$ cat src/rtl/cp0_vec_irq_if.sv
// Pipeline <-> CP0 bus: register read/write, interrupt request inputs and force-jump outputs.
interface cp0_vec_irq_if #(
    parameter int IRQ_N = 4
);
    logic [1:0]       oper;
    logic [4:0]       addr_r;
    logic [31:0]      data_r;
    logic [4:0]       addr_w;
    logic [31:0]      data_w;
    logic             ir_en;
    logic [IRQ_N-1:0] ir_in;
    logic [31:0]      ret_addr;
    logic             ir;
    logic [2:0]       irq_id;
    logic             jump_en;
    logic [31:0]      jump_addr;

    modport master (
        output oper, addr_r, addr_w, data_w, ir_en, ir_in, ret_addr,
        input  data_r, ir, irq_id, jump_en, jump_addr
    );

    modport slave (
        input  oper, addr_r, addr_w, data_w, ir_en, ir_in, ret_addr,
        output data_r, ir, irq_id, jump_en, jump_addr
    );
endinterface

$ cat src/rtl/cp0_vec_irq.sv
// Coprocessor-0 with IRQ_N edge-captured interrupt lines, masking, fixed lowest-index
// priority and vectored handler entry at EHBR + id*VECTOR_STRIDE.
module cp0_vec_irq #(
    parameter int          IRQ_N         = 4,
    parameter logic [31:0] VECTOR_STRIDE = 32'h20,
    parameter logic [31:0] RESET_EHBR    = 32'h0000_0100
) (
    input logic          clk,
    input logic          rst,
    cp0_vec_irq_if.slave bus
);
    localparam logic [1:0] OP_STORE = 2'b01;
    localparam logic [1:0] OP_ERET  = 2'b10;
    localparam logic [4:0] A_STATUS = 5'd12;
    localparam logic [4:0] A_CAUSE  = 5'd13;
    localparam logic [4:0] A_EPC    = 5'd14;
    localparam logic [4:0] A_EHBR   = 5'd15;

    logic             r_ie;
    logic             r_exl;
    logic [IRQ_N-1:0] r_im;
    logic [IRQ_N-1:0] r_ip;
    logic [IRQ_N-1:0] r_prev;
    logic [2:0]       r_exc;
    logic [31:0]      r_epc;
    logic [31:0]      r_ehbr;
    logic [31:0]      r_data_r;

    logic [IRQ_N-1:0] w_rise;
    logic [IRQ_N-1:0] w_req;
    logic [IRQ_N-1:0] w_w1c;
    logic [IRQ_N-1:0] w_hwclr;
    logic [IRQ_N-1:0] w_ip_next;
    logic             w_store;
    logic             w_eret;
    logic             w_ir;
    logic [2:0]       w_id;
    logic [31:0]      w_rd;
    logic [31:0]      w_vec_addr;
    logic             w_unused;

    assign w_rise  = bus.ir_in & ~r_prev;
    assign w_req   = r_ip & r_im;
    assign w_store = (bus.oper == OP_STORE);
    assign w_eret  = (bus.oper == OP_ERET) & ~rst;
    assign w_ir    = bus.ir_en & r_ie & ~r_exl & (|w_req) & (bus.oper != OP_ERET) & ~rst;

    // Descending scan so the lowest requesting index is the one left standing.
    always_comb begin
        w_id = 3'd0;
        for (int i = IRQ_N - 1; i >= 0; i--) begin
            if (w_req[i]) w_id = 3'(i);
        end
    end

    // A new rising edge wins over both the software W1C and the hardware acknowledge.
    always_comb begin
        w_hwclr = '0;
        for (int i = 0; i < IRQ_N; i++) begin
            w_hwclr[i] = w_ir && (w_id == 3'(i));
        end
    end

    assign w_w1c      = (w_store && bus.addr_w == A_CAUSE) ? bus.data_w[8 +: IRQ_N] : '0;
    assign w_ip_next  = (r_ip & ~w_w1c & ~w_hwclr) | w_rise;
    assign w_vec_addr = r_ehbr + 32'(w_id) * VECTOR_STRIDE;

    always_comb begin
        w_rd = 32'd0;
        case (bus.addr_r)
            A_STATUS: begin
                w_rd[0]          = r_ie;
                w_rd[1]          = r_exl;
                w_rd[8 +: IRQ_N] = r_im;
            end
            A_CAUSE: begin
                w_rd[8 +: IRQ_N] = r_ip;
                w_rd[4:2]        = r_exc;
            end
            A_EPC:   w_rd = r_epc;
            A_EHBR:  w_rd = r_ehbr;
            default: w_rd = 32'd0;
        endcase
    end

    assign bus.ir        = w_ir;
    assign bus.irq_id    = w_ir ? w_id : 3'd0;
    assign bus.jump_en   = w_ir | w_eret;
    assign bus.jump_addr = w_ir ? w_vec_addr : (w_eret ? r_epc : 32'd0);
    assign bus.data_r    = r_data_r;

    // Later assignments override earlier ones: store, then ERET, then interrupt entry.
    always_ff @(posedge clk) begin
        if (rst) begin
            r_ie     <= 1'b0;
            r_exl    <= 1'b0;
            r_im     <= '0;
            r_ip     <= '0;
            r_prev   <= '0;
            r_exc    <= 3'd0;
            r_epc    <= 32'd0;
            r_ehbr   <= RESET_EHBR;
            r_data_r <= 32'd0;
        end else begin
            r_prev   <= bus.ir_in;
            r_data_r <= w_rd;
            r_ip     <= w_ip_next;
            if (w_store) begin
                case (bus.addr_w)
                    A_STATUS: begin
                        r_ie  <= bus.data_w[0];
                        r_exl <= bus.data_w[1];
                        r_im  <= bus.data_w[8 +: IRQ_N];
                    end
                    A_EPC:   r_epc  <= bus.data_w;
                    A_EHBR:  r_ehbr <= bus.data_w;
                    default: ;
                endcase
            end
            if (w_eret) r_exl <= 1'b0;
            if (w_ir) begin
                r_epc <= bus.ret_addr;
                r_exl <= 1'b1;
                r_exc <= w_id;
            end
        end
    end

    assign w_unused = ^{bus.data_w[31:8+IRQ_N], bus.data_w[7:2]};
endmodule
$ cat src/flat_wrapper.sv
// flat-port wrapper written by rule: the top's interface ports become plain ports
module cp0_vec_irq_flat 
#(
    parameter int          IRQ_N         = 4,
    parameter logic [31:0] VECTOR_STRIDE = 32'h20,
    parameter logic [31:0] RESET_EHBR    = 32'h0000_0100
)
  (clk, rst, bus_oper, bus_addr_r, bus_addr_w, bus_data_w, bus_ir_en, bus_ir_in, bus_ret_addr, bus_data_r, bus_ir, bus_irq_id, bus_jump_en, bus_jump_addr);
  cp0_vec_irq_if #(.IRQ_N(IRQ_N)) bus_i ();
  input logic clk;
  input logic rst;
  input wire logic [$bits(bus_i.oper)-1:0] bus_oper;
  input wire logic [$bits(bus_i.addr_r)-1:0] bus_addr_r;
  input wire logic [$bits(bus_i.addr_w)-1:0] bus_addr_w;
  input wire logic [$bits(bus_i.data_w)-1:0] bus_data_w;
  input wire logic [$bits(bus_i.ir_en)-1:0] bus_ir_en;
  input wire logic [$bits(bus_i.ir_in)-1:0] bus_ir_in;
  input wire logic [$bits(bus_i.ret_addr)-1:0] bus_ret_addr;
  output wire logic [$bits(bus_i.data_r)-1:0] bus_data_r;
  output wire logic [$bits(bus_i.ir)-1:0] bus_ir;
  output wire logic [$bits(bus_i.irq_id)-1:0] bus_irq_id;
  output wire logic [$bits(bus_i.jump_en)-1:0] bus_jump_en;
  output wire logic [$bits(bus_i.jump_addr)-1:0] bus_jump_addr;
  assign bus_i.oper = bus_oper;
  assign bus_i.addr_r = bus_addr_r;
  assign bus_i.addr_w = bus_addr_w;
  assign bus_i.data_w = bus_data_w;
  assign bus_i.ir_en = bus_ir_en;
  assign bus_i.ir_in = bus_ir_in;
  assign bus_i.ret_addr = bus_ret_addr;
  assign bus_data_r = bus_i.data_r;
  assign bus_ir = bus_i.ir;
  assign bus_irq_id = bus_i.irq_id;
  assign bus_jump_en = bus_i.jump_en;
  assign bus_jump_addr = bus_i.jump_addr;
  cp0_vec_irq #(.IRQ_N(IRQ_N), .VECTOR_STRIDE(VECTOR_STRIDE), .RESET_EHBR(RESET_EHBR)) u_core (.clk(clk), .rst(rst), .bus(bus_i));
endmodule
$ cat config.mk
export PLATFORM = sky130hd
export DESIGN_NAME = cp0_vec_irq_flat
export DESIGN_NICKNAME = d
export VERILOG_FILES = /design/src/rtl/cp0_vec_irq_if.sv /design/src/rtl/cp0_vec_irq.sv /design/src/flat_wrapper.sv
export SDC_FILE = /design/constraint.sdc
export NUM_CORES = 1
export LEC_CHECK = 0
export BUFFER_PORTS_ARGS = -buffer_cell sky130_fd_sc_hd__buf_4
export CAP_MARGIN = 25
export CORE_AREA = 2 2 142 117
export CTS_CLUSTER_SIZE = 25
export DETAILED_ROUTE_END_ITERATION = 7
export DIE_AREA = 0 0 144 119
export GPL_TIMING_DRIVEN = 0
export PLACE_DENSITY = 0.66
export SETUP_SLACK_MARGIN = 0.3
export SYNTH_ARGS = -nofsm -noshare
export SYNTH_HDL_FRONTEND = slang
export SYNTH_SLANG_ARGS = --single-unit
$ cat constraint.sdc
create_clock -name clk -period 3.1 [get_ports clk]
set_clock_uncertainty 0.15 [all_clocks]
set_input_delay 0.155 -clock clk [delete_from_list [all_inputs] [get_ports clk]]
set_output_delay 0.155 -clock clk [all_outputs]
set_load 0.01 [all_outputs]
==> results of run 1 <==
logic make-up after synthesis:
group / after synthesis / share of synthesized area, %
DFF: 112 / 41.46
adders and majority gates: 3 / 0.8329
muxes: 47 / 8.792
xor gates and xnor gates: 13 / 2.106
buffers and inverters: 65 / 5.090
AOI/OAI and AO/OA: 150 / 19.44
other: 1 / 0.06935
and+or+nand+nor: 258 / 22.21
flip-flops by register name (all words and copies together) (netlist names):
| signal | cells |
|---|---|
| u_core.r_ie | 1 |
| u_core.r_im | 4 |
| u_core.bus.data_r | 32 |
| u_core.r_epc | 32 |
| u_core.r_ip | 4 |
| u_core.r_exc | 2 |
| u_core.r_ehbr | 32 |
| u_core.r_exl | 1 |
| u_core.r_prev | 4 |
what timing repair did:
action	4_1_cts	5_1_grt
setup buffers	13	7
endpoints found under the setup margin	26	26
hold endpoints to repair	75	0
hold buffers	68	0
pin swaps	25	24
gates resized for setup	62	35
cloned	1	0
placed cells by master, fill, tap and decap left out, types with 6 or more instances in the layout:
cell | synthesis | final
mux2i_1 | 43 | 43
o21ai_0 | 14 | 6
dfxtp_1 | 112 | 106
a21oi_1 | 37 | 36
nand3_1 | 17 | 10
nand3_2 | 0 | 6
buf_6 | 3 | 21
nand2_1 | 99 | 97
a211oi_1 | 33 | 32
nor2b_1 | 9 | 8
buf_4 | 1 | 153
a22o_1 | 9 | 9
dlygate4sd3_1 | 0 | 68
nor2_1 | 79 | 79
xnor2_1 | 10 | 8
o21ai_1 | 0 | 8
clkbuf_1 | 47 | 40
a22oi_1 | 30 | 28
clkbuf_16 | 0 | 9
nand4_1 | 11 | 11
inv_1 | 9 | 9
worst register-to-register path, cell delays in order (launching register included):
cell and delay, ns:
dfxtp_2 0.33, buf_4 0.13, a22oi_2 0.22, buf_4 0.17, a211o_1 0.18, buf_1 0.41, clkbuf_1 0.59, a211oi_1 0.17
metal layers:
layer / GRT usage [%] / part of all wire, %
met5: 0 / 0
met4: 8.333 / 2.3
met3: 6.152 / 8.4
met2: 35.68 / 45
met1: 31.50 / 44
layout make-up:
class                      count  share of cell area, %
multi-input combinational    472                  37.38
sequential                   112                  27.00
timing repair buffer         239                  24.42
buffer                        56                  3.341
tap                          220                  3.296
clock buffer                  11                  2.907
clock inverter                 5                  1.244
inverter                       9                 0.4046
path summary, 6_finish.rpt:
kind,start,end,slack [ns],depth (start not counted)
min,bus_oper[1],u_core.r_exl,0.06,3
min reg2reg,u_core.r_prev[2],u_core.r_ip[2],0.29,1
max reg2reg,u_core.r_im[2],u_core.r_epc[13],0.59,7
max,u_core.r_ip[2],bus_jump_addr[29],-0.09,12
power by group:
group / switching [mW] / total (mW) / internal (mW)
Combinational: 0.118 / 0.272 / 0.154
Clock: 0.566 / 1.38 / 0.814
Sequential: 0.0120 / 1.46 / 1.45
stage by stage:
stage	util (%)	power, mW
global route	52.44	3.193
floorplan	-	1.559
global placement	42.77	1.688
detailed placement	42.77	1.689
CTS	51.30	3.116
finish	52.44	3.113
==> metrics, run 1 <==
status=finished with violations; violated checks=setup timing; worst skew pair latency=between 0.3 and 0.4 ns; Multi-input gate area=between 3000 and 4000 µm²; max-slew violations=0; DR vias=around 6000; largest net degree at the start of global routing=18; Design Area, Final=8351 µm²; Crit path buffers/inverters=3; Root Driver=clkbuf_16; ys flop type=dfxtp_1; layout cells sized above 1=28.21%; final setup violating endpoints=8; syn avg cell area=between 8 and 9 µm²; DRC=0; final hold violations=0; GRT Util Overall=23.28%; DIE HEIGHT=around 120 µm; Wirelength per Cell=about 18 µm; Clock transition at path regs=approximately 0.080 ns; Rows=42; worst slack, placed=-0.2232 ns; vias per cell=5.198; Worst Path Required=about 2.8 ns; CP Cell Sequence=nand2_2 -> a32o_2 -> and2_4 -> ha_4 -> fa_2 -> and3_4 -> buf_8 -> nand4_1 -> clkbuf_8 -> nor3_2 -> a221o_1 -> buf_6; Ys Warns=0; Routed Wire Length=about 20000 µm; Post-synth top cells=dfxtp_1, nand2_1, nor2_1; WS Path Type=reg2out; worst-path fanout max=4; vias in the first global route=about 5700; Post-DP Area=6810 µm²; synth top area cells=dfxtp_1, mux2i_1, nand2_1, nor2_1, a211oi_1; hold slack=0.05824 ns; Antenna diodes=0; DRT iter0 DRCs=~550; slew at the pin closest to its max-slew limit=around 0.89 ns; Seq/Total Area, Yosys=41.46%; area leader, netlist=dfxtp_1; CP top delay family=compound AO/OA/AOI/OAI gates; mapped cell area=5408 µm²; initial antenna violation count=0; period utilization=102.8%; global route overflow=0; CP max stage delay=0.37 ns; Ports=~150; PortBufs=150; RSZ-0062 raised after global routing=true; Net Count, Synth=between 700 and 800; Final #Nets=985; Async SR Flop Fraction=0%; Tmin final=around 3.2 ns; Mapped Cells=roughly 650; Routed Antenna Nets=0; setup TNS=-0.3247 ns; startpoint types=register; Unique masters post-synth=57; final non-filler cell total=approximately 1100; cts bufs inserted=9; Worst EP arrival=~2.9 ns; full die area=~17000 µm²; CTS sink cnt=~110; f_max=0.3138 GHz; flops & latches, synth=112; register area=~2300 µm²; Inst Count DP=approximately 1000; TritonCTS clock tree=built; CORE AREA=between 15000 and 20000 µm²; Peak VDD IR=about 0.00026 V; PwrDens=approximately 370 nW/µm²; area grow syn2layout=54.42%; Worst Hold Class=in2reg; CP max-delay cell=a221o_1; H-tree levels=3; count leader, synth=dfxtp_1; DIE WIDTH=roughly 140 µm; Initial Util=33.96%; Setup crit end kind=primary output; post-route setup slack=-0.08649 ns; Leakage Power=~3.3 nW; routability cong.=between 0.8 and 0.9; Post-synth EDFFs=0; wire length of the first global-routing pass=about 31000 µm; DP Wirelength=14080 µm; Yosys top cell area share=41.46%; max_cap viols=0; Fillers=1455; Slew HR=approximately two fifths; CTS max path bufs=2; 1st-pass router iterations=5
No activity file was read; power rests on OpenSTA's default activity.
==> inputs of run 2 (changes only) <==
--- a/config.mk
+++ b/config.mk
@@ -7,12 +7,13 @@
 export LEC_CHECK = 0
 export BUFFER_PORTS_ARGS = -buffer_cell sky130_fd_sc_hd__buf_4
 export CAP_MARGIN = 25
-export CORE_AREA = 2 2 142 117
+export CORE_AREA = 2 2 118 97
 export CTS_CLUSTER_SIZE = 25
 export DETAILED_ROUTE_END_ITERATION = 7
-export DIE_AREA = 0 0 144 119
+export DIE_AREA = 0 0 120 99
+export GPL_ROUTABILITY_DRIVEN = 0
 export GPL_TIMING_DRIVEN = 0
-export PLACE_DENSITY = 0.66
+export PLACE_DENSITY = 0.87
 export SETUP_SLACK_MARGIN = 0.3
 export SYNTH_ARGS = -nofsm -noshare
 export SYNTH_HDL_FRONTEND = slang
==> run 2 against run 1 <==
- core utilization rose by 25 points
- combinational power barely moved
- the flow finishes with violations (DRC, hold timing, setup timing)
- clock power fell by 7%
- largest cell class unchanged
- critical path type unchanged
- total power is 2.6% lower
- sequential share of layout area grew 0.19 points
- die area decreased by 31%
- worst setup slack worse by 0.027 ns
==> metrics, run 2 (synthesis gave the netlist of run 1 again) <==
status=finished with violations; violated checks=DRC, hold timing, setup timing; post-route setup slack=-0.1132 ns (-0.02675 ns); Gate power share=9.1% (+0.4 points); GRT Util Overall=32.60% (+9.3 points); Final #Nets=986 (+0.10%); global route overflow=0 (unchanged); CTS max path bufs=2 (unchanged); Root Driver=clkbuf_16; Design Area, Final=8298 µm² (-0.63%); register area=2256 µm² (about the same); DIE HEIGHT=99 µm (-17%); Worst Path Required=2.79 ns (about the same); max_cap viols=0 (unchanged); Slew HR=50.39% (+11 points); 1st-pass router iterations=8 (+3); DR vias=6444 (+10%); worst-path fanout max=5 (+1); Antenna diodes=0 (unchanged); Setup crit end kind=primary output; Leakage Power=3.326 nW (about the same); sequential share of power=48.3% (+1.4 points); wire length of the first global-routing pass=30260 µm (-1.4%); Ports=152 (unchanged); Int Pwr=2.355 mW (-2.6%); Worst Hold Class=in2reg; sw frac=22.29% (-0.052 points); Worst EP arrival=2.91 ns (+0.03 ns); worst skew pair latency=0.36 ns (about the same); Routed Wire Length=21160 µm (+5.8%); f_max=0.3112 GHz (-0.83%); startpoint types=register; Multi-input gate area=3167 µm² (+1.4%); cts bufs inserted=9 (unchanged); WS Path Type=reg2out; Routed Antenna Nets=0 (unchanged); vias per cell=6.143 (+18%); CTS sink cnt=112 (unchanged); part of the power in the clock network=42.6% (-1.7 points); full die area=11880 µm² (-31%); Wirelength per Cell=20.17 µm (+13%); largest net degree at the start of global routing=18 (unchanged); DRC=1 (+1); area grow syn2layout=53.45%; leading cell type in the layout, fill and taps excluded=buf_4; DRT iter0 DRCs=964 (+75%); DIE WIDTH=120 µm (-17%); hold slack=-0.007259 ns (-0.06550 ns); H-tree levels=3 (unchanged); Peak VDD IR=0.0002520 V (-3.0%); slew at the pin closest to its max-slew limit=0.7414 ns (-0.1441 ns); period utilization=103.7% (+0.86 points); final hold violations=1 (+1); Initial Util=50.64% (+17 points); PwrDens=365.2 nW/µm² (-2.0%); vias in the first global route=5802 (+1.8%); initial antenna violation count=0 (unchanged); Rows=34 (-19%); final setup violating endpoints=9 (+1); layout cells sized above 1=29.50% (+1.3 points); PortBufs=150 (unchanged); Tmin final=3.213 ns (+0.02675 ns); reg2reg path depth=7 (unchanged); DP Wirelength=12760 µm (-9.4%); Fillers=648 (-55%); hold path cells=3 (unchanged); Post-DP Area=6715 µm² (-1.4%); worst slack, placed=-0.1358 ns (+0.08735 ns); max-slew violations=0 (unchanged); CORE AREA=10680 µm² (-33%); Psw=0.6757 mW (-2.9%); TritonCTS clock tree=built; RSZ-0062 raised after global routing=true; Clock transition at path regs=0.08 ns (about the same); commonest non-fill, non-tap cells in the layout=buf_4, dfxtp_1, nand2_1
## run 2: changes by cell type in the layout (fill, tap and decap cells not counted), moves of 2 or more
cell           change
buf_6              +4
clkbuf_1           -2
dlygate4sd3_1      -2
o21ai_0            -3
nand3_4            +2
o21ai_2            +4
## run 2: final timing paths
path | start | endpoint | slack, ns
setup reg to reg | u_core.r_im[2] | u_core.r_epc[2] | 0.53
hold / removal | bus_ret_addr[26] | u_core.r_epc[26] | -0.007
setup / recovery | u_core.r_im[1] | bus_jump_addr[25] | -0.11
hold reg to reg | u_core.r_prev[2] | u_core.r_ip[2] | 0.28
## run 2: critical path: stages, from the launching register on
cell and delay, ns:
dfxtp_4 0.37, a22oi_2 0.24, nor2b_4 0.25, fa_2 0.27, and3_4 0.21, buf_8 0.10, nand4_1 0.15, buf_4 0.21
buf_8 0.12, or4_4 0.41, nand3_2 0.10, buf_6 0.10
## run 2: area by class of cell
class                      count  area share, %
inverter                       9         0.4071
buffer                        56          3.332
tap                          144          2.171
clock buffer                  11          3.046
sequential                   112          27.19
multi-input combinational    472          38.16
clock inverter                 5         0.9499
timing repair buffer         240          24.74
## run 2: per-stage QoR
step | TNS (ns) | instances | power, mW | util (%)
6_report | -0.7747 | 1049 | 3.031 | 77.71
5_1_grt | -1.393 | 1049 | 3.105 | 77.71
4_1_cts | -0.3801 | 1038 | 3.011 | 74.48
3_5_place_dp | -0.5049 | 943 | 1.683 | 62.89
3_3_place_gp | -0.2330 | 943 | 1.680 | 62.89
2_1_floorplan | 0 | 649 | 1.559 | -
## run 2: per-layer routing
layer  track usage, %  vias up  part of all wire [%]
met5                0        -                     0
met1            43.32     2920                    38
met2            51.84      558                    44
met4            12.85        0                   5.7
li1                 -     2819                     -
met3            7.060      147                    13
## run 2: power groups by stage
stage / combinational, mW / clock (mW) / sequential, mW
floorplan: 0.0686 / 0 / 1.49
global placement: 0.188 / 0 / 1.49
detailed placement: 0.190 / 0 / 1.49
CTS: 0.260 / 1.29 / 1.46
global route: 0.289 / 1.35 / 1.46
finish: 0.275 / 1.29 / 1.46
## run 2: what timing repair did
action,CTS,global route
buffers inserted,13,10
gates cloned,1,0
hold buffers,65,1
resized for setup,43,72
hold endpoints to repair,71,1
setup endpoints to repair,25,27
pin swaps,11,35
==> inputs of run 3 (changes only) <==
--- a/config.mk
+++ b/config.mk
@@ -13,6 +13,7 @@
 export DIE_AREA = 0 0 120 99
 export GPL_ROUTABILITY_DRIVEN = 0
 export GPL_TIMING_DRIVEN = 0
+export HOLD_SLACK_MARGIN = 0.02
 export PLACE_DENSITY = 0.87
 export SETUP_SLACK_MARGIN = 0.3
 export SYNTH_ARGS = -nofsm -noshare
==> run 3 against run 2 <==
- the run ends with DRC, setup timing left
- die area stayed put
- first-iteration DRC count rose by 21%
- global-route usage grew 0.41 points
- cell count about the same
- core utilization shrank 0.070 points
- fmax is 0.26% lower
- design area about the same
- critical endpoint is now bus_jump_addr[31]
==> metrics, run 3 (synthesis gave the netlist of run 1 again) <==
violated checks=DRC, setup timing; DP Wirelength=12760 µm (unchanged); CORE AREA=10680 µm² (unchanged); GRT Util Overall=33.01% (+0.41 points); busiest grt layer=met2; wire length of the first global-routing pass=30720 µm (+1.5%); f_max=0.3104 GHz (-0.26%); PwrDens=366.7 nW/µm² (+0.39%); Hold Path Origin=bus_oper[1]; Routed Wire Length=20910 µm (-1.2%); DRC=7 (+6); hold path endpoint=u_core.r_exl; DIE HEIGHT=99 µm (unchanged); leading cell type in the layout, fill and taps excluded=buf_4; CTS max path bufs=2 (unchanged); CP max-delay cell=fa_2; Worst R2R End=u_core.r_epc[2]; Initial Util=50.64% (unchanged); hold path cells=3 (unchanged); final hold violations=0 (-1); Worst Hold Class=in2reg; Leakage Power=3.326 nW (about the same); Final #Nets=987 (+0.10%); CP max stage delay=0.37 ns (-0.04 ns); Worst Path Required=2.79 ns (about the same); period utilization=103.9% (+0.27 points); Rows=34 (unchanged); Root Driver=clkbuf_16; max-slew violations=0 (unchanged); Ports=152 (unchanged); status=finished with violations; PortBufs=150 (unchanged); final setup violating endpoints=10 (+1); TritonCTS clock tree=built; slew at the pin closest to its max-slew limit=0.7169 ns (-0.02454 ns); layout cells sized above 1=29.25% (-0.25 points); full die area=11880 µm² (unchanged); global route overflow=0 (unchanged); worst-path fanout max=5 (unchanged); area grow syn2layout=53.31% (about the same); Tmin final=3.222 ns (+0.008259 ns); Wirelength per Cell=19.91 µm (-1.3%); reg-to-reg slack, setup=0.64 ns (+0.11 ns); DIE WIDTH=120 µm (unchanged); worst skew pair latency=0.37 ns (about the same); Crit path buffers/inverters=3 (-1); post-route setup slack=-0.1215 ns (-0.008259 ns); DRT iter0 DRCs=1168 (+21%); max_cap viols=0 (unchanged); H-tree levels=3 (unchanged); initial antenna violation count=0 (unchanged); Slew HR=51.77% (+1.4 points); Final Total Pwr=3.040 mW (+0.30%); RR Startpoint=u_core.r_ip[2]; Setup crit end kind=primary output; vias in the first global route=5859 (+0.98%); Worst EP arrival=2.92 ns (about the same); RSZ-0062 raised after global routing=true; startpoint types=register; Clock transition at path regs=0.08 ns (about the same); met2 GRT Util=53.10% (+1.3 points); WS Path Type=reg2out; DR vias=6387 (-0.88%); Fillers=656 (+1.2%); Post-DP Area=6715 µm² (unchanged); cts bufs inserted=9 (unchanged); reg2reg path depth=7 (unchanged); commonest non-fill, non-tap cells in the layout=buf_4, dfxtp_1, nand2_1; largest net degree at the start of global routing=18 (unchanged); M3 GR Usage=7.234% (+0.17 points); Design Area, Final=8290 µm² (about the same); CP top delay family=simple AND/OR/NAND/NOR gates; Antenna diodes=0 (unchanged); CP Cell Sequence=nand2_2 -> a32o_2 -> and2_4 -> ha_4 -> fa_2 -> and3_4 -> buf_8 -> nand4_1 -> clkbuf_8 -> nor3_2 -> a221o_1 -> buf_6; 1st-pass router iterations=8 (unchanged); Routed Antenna Nets=0 (unchanged); CTS sink cnt=112 (unchanged); Peak VDD IR=0.0002532 V (+0.51%); routing usage on met1=43.59% (+0.27 points); vias per cell=6.083 (-0.98%)
-- run 3: layout make-up --
type | count | area [µm²] | area share (%)
buffer | 56 | 276.5 | 3.335
clock buffer | 11 | 252.7 | 3.049
clock inverter | 5 | 78.83 | 0.9508
inverter | 9 | 33.78 | 0.4075
multi-input combinational | 472 | 3151 | 38.00
sequential | 112 | 2256 | 27.21
tap | 144 | 180.2 | 2.173
timing repair buffer | 241 | 2062 | 24.87
-- run 3: metal layers --
metal	vias up	part of all wire, %
met2	564	45
met5	-	0
met3	123	13
met4	0	4.5
li1	2814	-
met1	2886	38
-- run 3: through the flow --
stage / hold slack (ns) / TNS (ns) / std cells / setup WS (ns) / utilization, %
after floorplan: 0.1217 / 0 / 649 / 0.3289 / -
after global placement: 0.2202 / -0.2330 / 943 / -0.09652 / 62.89
after detailed placement: 0.2301 / -0.5049 / 943 / -0.1358 / 62.89
after CTS: 0.05178 / -0.3801 / 1041 / -0.07419 / 74.76
after global routing: 0.06902 / -1.126 / 1050 / -0.1437 / 77.64
final: 0.06059 / -0.7007 / 1050 / -0.1215 / 77.64
-- run 3: worst max-delay path by stage --
stage                              to  slack (ns)  cells after the start           start
floorplan           bus_jump_addr[31]        0.33                     11  u_core.r_ip[2]
global placement    bus_jump_addr[31]        -0.1                     12  u_core.r_ip[2]
detailed placement  bus_jump_addr[31]       -0.14                     12  u_core.r_ip[2]
CTS                 bus_jump_addr[31]       -0.07                     12  u_core.r_ip[2]
global route        bus_jump_addr[25]       -0.14                     13  u_core.r_im[2]
finish              bus_jump_addr[31]       -0.12                     12  u_core.r_im[2]
-- run 3: what timing repair did --
| item | in CTS | in global routing |
|---|---|---|
| hold buffers | 68 | 0 |
| endpoints found under the hold margin | 75 | 0 |
| gates cloned | 1 | 0 |
| gates resized for setup | 43 | 71 |
| pin swaps | 11 | 31 |
| setup endpoints to repair | 25 | 27 |
| buffers inserted | 13 | 9 |
-- run 3: tightest hold or removal path: cells and delay by family --
kind	cells	cell delay, ns
AOI/OAI and AO/OA	1	0.09
buffers and inverters	1	0.09
and+or+nand+nor	1	0.18
-- run 3: power breakdown --
part	internal (mW)	switching, mW	leakage [nW]
combinational	0.155	0.122	2.25
sequential	1.45	0.0135	0.907
clock	0.752	0.548	0.165
total	2.36	0.684	3.33
